$ cat config.mk
export PLATFORM = sky130hd
export DESIGN_NAME = burst_ram_arbiter_flat
export DESIGN_NICKNAME = d
export VERILOG_FILES = /design/src/rtl/burst_ram_arbiter_if.sv /design/src/rtl/burst_ram_arbiter.sv /design/src/flat_wrapper.sv
export SDC_FILE = /design/constraint.sdc
export NUM_CORES = 1
export LEC_CHECK = 0
export BUFFER_PORTS_ARGS = -buffer_cell sky130_fd_sc_hd__buf_2
export CORE_AREA = 8 8 153 155
export CTS_CLUSTER_DIAMETER = 200
export DETAILED_ROUTE_END_ITERATION = 6
export DIE_AREA = 0 0 161 163
export SYNTH_ARGS = -nofsm -noshare
export SYNTH_HDL_FRONTEND = slang
export SYNTH_SLANG_ARGS = --single-unit
$ cat constraint.sdc
create_clock -name clk -period 1.85 [get_ports clk]
set_input_delay 0.2775 -clock clk [delete_from_list [all_inputs] [get_ports clk]]
set_output_delay 0.2775 -clock clk [all_outputs]
set_load 0.005 [all_outputs]
$ cat src/rtl/burst_ram_arbiter_if.sv
// burst_ram_arbiter_if: requester-side and PSRAM burst-side signal bundle.
// master is the arbiter's view; slave is the view of whatever drives the requests and the PSRAM.
interface burst_ram_arbiter_if #(parameter int ADDR_W = 21);
  logic                  init_calib;
  logic [1:0]            req_valid;
  logic [1:0]            req_write;
  logic [2*ADDR_W-1:0]   req_addr;
  logic [127:0]          req_wr_data;
  logic [1:0]            req_ready;
  logic [1:0]            req_wr_next;
  logic [63:0]           req_rd_data;
  logic [1:0]            req_rd_valid;
  logic [1:0]            req_done;
  logic [1:0]            req_error;
  logic                  br_cmd;
  logic                  br_cmd_en;
  logic [ADDR_W-1:0]     br_addr;
  logic [63:0]           br_wr_data;
  logic [7:0]            br_data_mask;
  logic [63:0]           br_rd_data;
  logic                  br_rd_data_valid;
  modport master (
    input  init_calib, req_valid, req_write, req_addr, req_wr_data, br_rd_data, br_rd_data_valid,
    output req_ready, req_wr_next, req_rd_data, req_rd_valid, req_done, req_error,
           br_cmd, br_cmd_en, br_addr, br_wr_data, br_data_mask
  );
  modport slave (
    output init_calib, req_valid, req_write, req_addr, req_wr_data, br_rd_data, br_rd_data_valid,
    input  req_ready, req_wr_next, req_rd_data, req_rd_valid, req_done, req_error,
           br_cmd, br_cmd_en, br_addr, br_wr_data, br_data_mask
  );
endinterface

$ cat src/rtl/burst_ram_arbiter.sv
// burst_ram_arbiter: round-robin two-requester PSRAM burst sequencer with post-burst command gap.
// Define BR_ARB_TIMEOUT_EN to add a read watchdog that aborts stalled bursts via req_error.
module burst_ram_arbiter #(
  parameter int ADDR_W         = 21,
  parameter int BURST_BEATS    = 4,
  parameter int CMD_GAP_CYCLES = 2,
  parameter int TIMEOUT_CYCLES = 64
) (
  input logic clk,
  input logic rst,
  burst_ram_arbiter_if.master bus
);
  localparam int BW = $clog2(BURST_BEATS + 1);
  localparam int GW = CMD_GAP_CYCLES > 0 ? $clog2(CMD_GAP_CYCLES + 1) : 1;
  typedef enum logic [2:0] {IDLE, CMD, WRITE, READ, GAP} state_t;
  // A zero gap skips GAP entirely so the next grant can happen the cycle after done
  localparam state_t AFTER = state_t'(CMD_GAP_CYCLES > 0 ? GAP : IDLE);
  state_t state_q, state_d;
  logic last_q, last_d, grant_q, grant_d, wr_q, wr_d, win;
  logic [ADDR_W-1:0] addr_q, addr_d;
  logic [BW-1:0] beat_q, beat_d;
  logic [GW-1:0] gap_q, gap_d;
  logic [1:0] sel;
  logic [63:0] beat_data;
`ifdef BR_ARB_TIMEOUT_EN
  localparam int WW = $clog2(TIMEOUT_CYCLES + 1);
  logic [WW-1:0] wd_q, wd_d;
`endif
  assign sel = bus.req_valid & {2{bus.init_calib}};
  assign win = sel == 2'b10 ? 1'b1 : sel == 2'b01 ? 1'b0 : ~last_q;
  assign beat_data = grant_q ? bus.req_wr_data[127:64] : bus.req_wr_data[63:0];
  always_comb begin
    state_d = state_q;
    last_d = last_q;
    grant_d = grant_q;
    wr_d = wr_q;
    addr_d = addr_q;
    beat_d = beat_q;
    gap_d = gap_q;
`ifdef BR_ARB_TIMEOUT_EN
    wd_d = wd_q;
`endif
    bus.req_ready = '0;
    bus.req_wr_next = '0;
    bus.req_rd_valid = '0;
    bus.req_done = '0;
    bus.req_error = '0;
    bus.req_rd_data = bus.br_rd_data;
    bus.br_cmd = 1'b0;
    bus.br_cmd_en = 1'b0;
    bus.br_addr = '0;
    bus.br_wr_data = '0;
    bus.br_data_mask = '0;
    case (state_q)
      IDLE: if (|sel) begin
        bus.req_ready[win] = 1'b1;
        grant_d = win;
        last_d = win;
        wr_d = bus.req_write[win];
        addr_d = win ? bus.req_addr[2*ADDR_W-1:ADDR_W] : bus.req_addr[ADDR_W-1:0];
        state_d = CMD;
      end
      CMD: begin
        bus.br_cmd_en = 1'b1;
        bus.br_cmd = wr_q;
        bus.br_addr = addr_q;
        beat_d = '0;
`ifdef BR_ARB_TIMEOUT_EN
        wd_d = '0;
`endif
        if (wr_q) begin
          bus.br_wr_data = beat_data;
          bus.req_wr_next[grant_q] = 1'b1;
          if (BURST_BEATS == 1) begin
            bus.req_done[grant_q] = 1'b1;
            state_d = AFTER;
          end else begin
            beat_d = BW'(1);
            state_d = WRITE;
          end
        end else state_d = READ;
      end
      WRITE: begin
        bus.br_wr_data = beat_data;
        bus.req_wr_next[grant_q] = 1'b1;
        beat_d = beat_q + BW'(1);
        if (beat_q == BW'(BURST_BEATS - 1)) begin
          bus.req_done[grant_q] = 1'b1;
          beat_d = '0;
          state_d = AFTER;
        end
      end
      READ: begin
        if (bus.br_rd_data_valid) begin
          bus.req_rd_valid[grant_q] = 1'b1;
          beat_d = beat_q + BW'(1);
          if (beat_q == BW'(BURST_BEATS - 1)) begin
            bus.req_done[grant_q] = 1'b1;
            beat_d = '0;
            state_d = AFTER;
          end
        end
`ifdef BR_ARB_TIMEOUT_EN
        // A final beat landing on the timeout cycle still completes normally
        wd_d = wd_q + WW'(1);
        if (state_d == READ && wd_q == WW'(TIMEOUT_CYCLES)) begin
          bus.req_error[grant_q] = 1'b1;
          beat_d = '0;
          state_d = AFTER;
        end
`endif
      end
      GAP: begin
        gap_d = gap_q + GW'(1);
        if (gap_q == GW'(CMD_GAP_CYCLES - 1)) begin
          gap_d = '0;
          state_d = IDLE;
        end
      end
      default: state_d = IDLE;
    endcase
  end
  always_ff @(posedge clk) begin
    if (rst) begin
      state_q <= IDLE;
      last_q <= 1'b1;
      grant_q <= 1'b0;
      wr_q <= 1'b0;
      addr_q <= '0;
      beat_q <= '0;
      gap_q <= '0;
`ifdef BR_ARB_TIMEOUT_EN
      wd_q <= '0;
`endif
    end else begin
      state_q <= state_d;
      last_q <= last_d;
      grant_q <= grant_d;
      wr_q <= wr_d;
      addr_q <= addr_d;
      beat_q <= beat_d;
      gap_q <= gap_d;
`ifdef BR_ARB_TIMEOUT_EN
      wd_q <= wd_d;
`endif
    end
  end
endmodule

$ cat src/flat_wrapper.sv
// flat-port wrapper written by rule: the top's interface ports become plain ports
module burst_ram_arbiter_flat 
#(
  parameter int ADDR_W         = 21,
  parameter int BURST_BEATS    = 4,
  parameter int CMD_GAP_CYCLES = 2,
  parameter int TIMEOUT_CYCLES = 64
)
  (clk, rst, bus_init_calib, bus_req_valid, bus_req_write, bus_req_addr, bus_req_wr_data, bus_br_rd_data, bus_br_rd_data_valid, bus_req_ready, bus_req_wr_next, bus_req_rd_data, bus_req_rd_valid, bus_req_done, bus_req_error, bus_br_cmd, bus_br_cmd_en, bus_br_addr, bus_br_wr_data, bus_br_data_mask);
  burst_ram_arbiter_if #(.ADDR_W(ADDR_W)) bus_i ();
  input logic clk;
  input logic rst;
  input wire logic [$bits(bus_i.init_calib)-1:0] bus_init_calib;
  input wire logic [$bits(bus_i.req_valid)-1:0] bus_req_valid;
  input wire logic [$bits(bus_i.req_write)-1:0] bus_req_write;
  input wire logic [$bits(bus_i.req_addr)-1:0] bus_req_addr;
  input wire logic [$bits(bus_i.req_wr_data)-1:0] bus_req_wr_data;
  input wire logic [$bits(bus_i.br_rd_data)-1:0] bus_br_rd_data;
  input wire logic [$bits(bus_i.br_rd_data_valid)-1:0] bus_br_rd_data_valid;
  output wire logic [$bits(bus_i.req_ready)-1:0] bus_req_ready;
  output wire logic [$bits(bus_i.req_wr_next)-1:0] bus_req_wr_next;
  output wire logic [$bits(bus_i.req_rd_data)-1:0] bus_req_rd_data;
  output wire logic [$bits(bus_i.req_rd_valid)-1:0] bus_req_rd_valid;
  output wire logic [$bits(bus_i.req_done)-1:0] bus_req_done;
  output wire logic [$bits(bus_i.req_error)-1:0] bus_req_error;
  output wire logic [$bits(bus_i.br_cmd)-1:0] bus_br_cmd;
  output wire logic [$bits(bus_i.br_cmd_en)-1:0] bus_br_cmd_en;
  output wire logic [$bits(bus_i.br_addr)-1:0] bus_br_addr;
  output wire logic [$bits(bus_i.br_wr_data)-1:0] bus_br_wr_data;
  output wire logic [$bits(bus_i.br_data_mask)-1:0] bus_br_data_mask;
  assign bus_i.init_calib = bus_init_calib;
  assign bus_i.req_valid = bus_req_valid;
  assign bus_i.req_write = bus_req_write;
  assign bus_i.req_addr = bus_req_addr;
  assign bus_i.req_wr_data = bus_req_wr_data;
  assign bus_i.br_rd_data = bus_br_rd_data;
  assign bus_i.br_rd_data_valid = bus_br_rd_data_valid;
  assign bus_req_ready = bus_i.req_ready;
  assign bus_req_wr_next = bus_i.req_wr_next;
  assign bus_req_rd_data = bus_i.req_rd_data;
  assign bus_req_rd_valid = bus_i.req_rd_valid;
  assign bus_req_done = bus_i.req_done;
  assign bus_req_error = bus_i.req_error;
  assign bus_br_cmd = bus_i.br_cmd;
  assign bus_br_cmd_en = bus_i.br_cmd_en;
  assign bus_br_addr = bus_i.br_addr;
  assign bus_br_wr_data = bus_i.br_wr_data;
  assign bus_br_data_mask = bus_i.br_data_mask;
  burst_ram_arbiter #(.ADDR_W(ADDR_W), .BURST_BEATS(BURST_BEATS), .CMD_GAP_CYCLES(CMD_GAP_CYCLES), .TIMEOUT_CYCLES(TIMEOUT_CYCLES)) u_core (.clk(clk), .rst(rst), .bus(bus_i));
endmodule
==> results.yml <==
clock_tree:
  clockBufferDepth: 2
  numCtsBuffers: 5
  clock_latency_ns: 0.27
  cts.clk_slew.worst_paths_ns: 0.06
  cts_tree: "done"
  numClockSinks: 32
  root_buffer: "clkbuf_16"
  htreeDepth: 2
placement:
  detailed_place_hpwl_um: 18900
  dp_slack_ns: -0.0165
  place_area_um2: 4770
  io_buffers: 272
  gp_congestion: 0.955
die:
  fp.coreArea_um2: 20800
  initial_utilization_pct: 17.0
  die_y_um: 163
  floorplan.die_area_um2: 26200
  row_count: 53
  fp.dieW_um: 161
  ios: 411
route:
  dr.pass1.iters: 5
  drt-total-wl_um: 23400
  routed_via_density: 4.64
  antenna_left: 0
  vias: 4386
  drt_iter0_drc: 264
  wl_per_cell_um: 24.7
  drcViolationCount: 0
timing:
  setup_viol: 90
  hold_viol_final: 0
  max_slew.worst_pin.slew_ns: 0.797
  fin_crit_ns: 1.97
  rsz0062_at_grt: "yes"
  report.final.slew_viol_count: 0
  post-route-period-util_pct: 107
  slew_headroom_pct: 46.8
  max_freq_mhz: 507
  hold_ws_ns: 0.344
  clock_skew_ns: 0.00306
  timing.final.ws_setup_ns: -0.121
setup_path:
  critPathLaunchType: "register"
  cp_max_fo: 23
  reg2reg_slack_ns: 0.01
  worstPathRequired_ns: 1.57
  crit_arrival_ns: 1.69
  critical_path_class: "register to primary output"
  worstSetupEndpointType: "primary output"
yosys:
  ys_seq_elements: 32
  synth_edf_count: 0
  synth_top_area_share_pct: 18.1
  synthArstFlopShare_pct: 0
  synthFlopType: "dfxtp_1"
  syn_area_um2: 3540
  avgSynthCellArea_um2: 7.82
  yosys.cell_types.count: 43
  synth_area_leaders: "dfxtp_1 (18%), buf_4 (17%), a22o_1 (16%)"
  yosysTopAreaCell: "dfxtp_1"
  yosysSeqAreaShare_pct: 18.1
  synthCells: 453
  ys_warn_count: 0
outcome:
  status: "finished with violations"
  violations: "negative setup slack"
global_route:
  grt_max_degree: 34
  antenna_found_initial: 5
  grtUsageTotal_pct: 16.2
  grt.overflow.total: 0
  grt_pass1_wl_um: 31300
  grt_pass1_vias: 4512
finish:
  fill_cells: 2286
  final_cell_mix: "buf_2 (241), a22o_1 (46), buf_6 (37), nor2_1 (29), nand2_1 (29)"
  finalInstanceArea_um2: 5780
  drive_above_1_share_pct: 58.8
  area_delta_synth_final_pct: 63.2
  nets: 910
  final_common_cell: "buf_2"
flow_run:
  maxCapViolCount: 0
worst_hold_path:
  hold_path.class: "input port to register"
power:
  power_density_nw_per_um2: 1030
  power_mw: 5.94
  p_leak_nw: 2.87
  peakVddDrop_uv: 455
## state kept, by name (all words and copies together), names as in the netlist
signal,flops
u_core.addr_q,21
u_core.beat_q,3
u_core.gap_q,2
u_core.grant_q,1
u_core.last_q,1
u_core.state_q,3
u_core.wr_q,1
## area by class of cell
type	count	area, um^2	share of cell area [%]
well taps	275	344	5.95
diodes	3	7.51	0.130
repair buffers	314	2070	35.7
clock inverters	1	30.0	0.520
inverters	26	97.6	1.69
flip-flops and latches	32	646	11.2
clock buffers	7	153	2.64
multi-input cells	288	2440	42.2
## power by group
| group | switching (mW) | leakage (nW) | internal [mW] |
|---|---|---|---|
| registers | 0.110 | 0.265 | 0.881 |
| clock network | 0.310 | 0.0901 | 0.709 |
| logic | 1.99 | 2.51 | 1.93 |
| total | 2.41 | 2.87 | 3.53 |
## kinds of logic (layout without fill, tap and decap cells)
group	after synthesis	in the layout	share of synthesized area, %
adders and majority gates	1	1	0.353
xor gates and xnor gates	1	1	0.247
buffers and inverters	142	348	24.7
and+or+nand+nor	149	149	22.6
other	1	13	0.106
AOI/OAI and AO/OA	127	127	33.9
DFF	32	32	18.1
## synthesized netlist by cell type (3+ instances only)
cell type / n
clkbuf_1: 12
buf_4: 80
nor3_1: 22
o32ai_1: 21
and2_1: 24
dfxtp_1: 32
a22o_1: 64
buf_2: 21
and3_1: 21
nor2_1: 31
nand2b_1: 5
nand2_1: 30
a2111oi_2: 20
a21oi_1: 5
inv_1: 26
a211oi_1: 3
o21ai_0: 4
## final timing paths
path / start / to / cells past startpoint
min reg2reg: u_core.gap_q[1] / u_core.gap_q[1] / 2
max: u_core.state_q[1] / bus_br_wr_data[10] / 6
min: bus_req_addr[38] / u_core.addr_q[17] / 3
max reg2reg: u_core.state_q[1] / u_core.addr_q[2] / 8
## worst max-delay path: stages (launching register included)
cell,delay [ns]
dfxtp_2,0.32
nand3b_1,0.16
a21oi_2,0.16
and2_4,0.23
buf_12,0.19
a22o_1,0.19
buf_2,0.14
## layer usage
| metal | up-vias | GRT usage (%) | part of all wire, % |
|---|---|---|---|
| met1 | 2073 | 19.0 | 41 |
| met2 | 253 | 26.3 | 46 |
| met5 | - | 0 | 0.094 |
| li1 | 2000 | - | - |
| met3 | 56 | 6.50 | 10 |
| met4 | 4 | 5.39 | 2.7 |
## per-stage QoR
stage / instances / utilization (%) / TNS, ns
after floorplan: 462 / - / 0
after global placement: 921 / 22.9 / -0.0147
after detailed placement: 921 / 22.9 / -0.0309
after CTS: 935 / 26.0 / -6.29
after global routing: 946 / 27.8 / -12.14
final: 946 / 27.8 / -6.45
## what timing repair did
item                                    in CTS  in global routing
setup buffers                                3                  6
gates resized for setup                     56                 52
hold buffers                                 0                  0
endpoints found under the setup margin      68                 82
pin swaps                                    2                 27
gates cloned                                 3                  4
No activity file was read; power rests on OpenSTA's default activity.
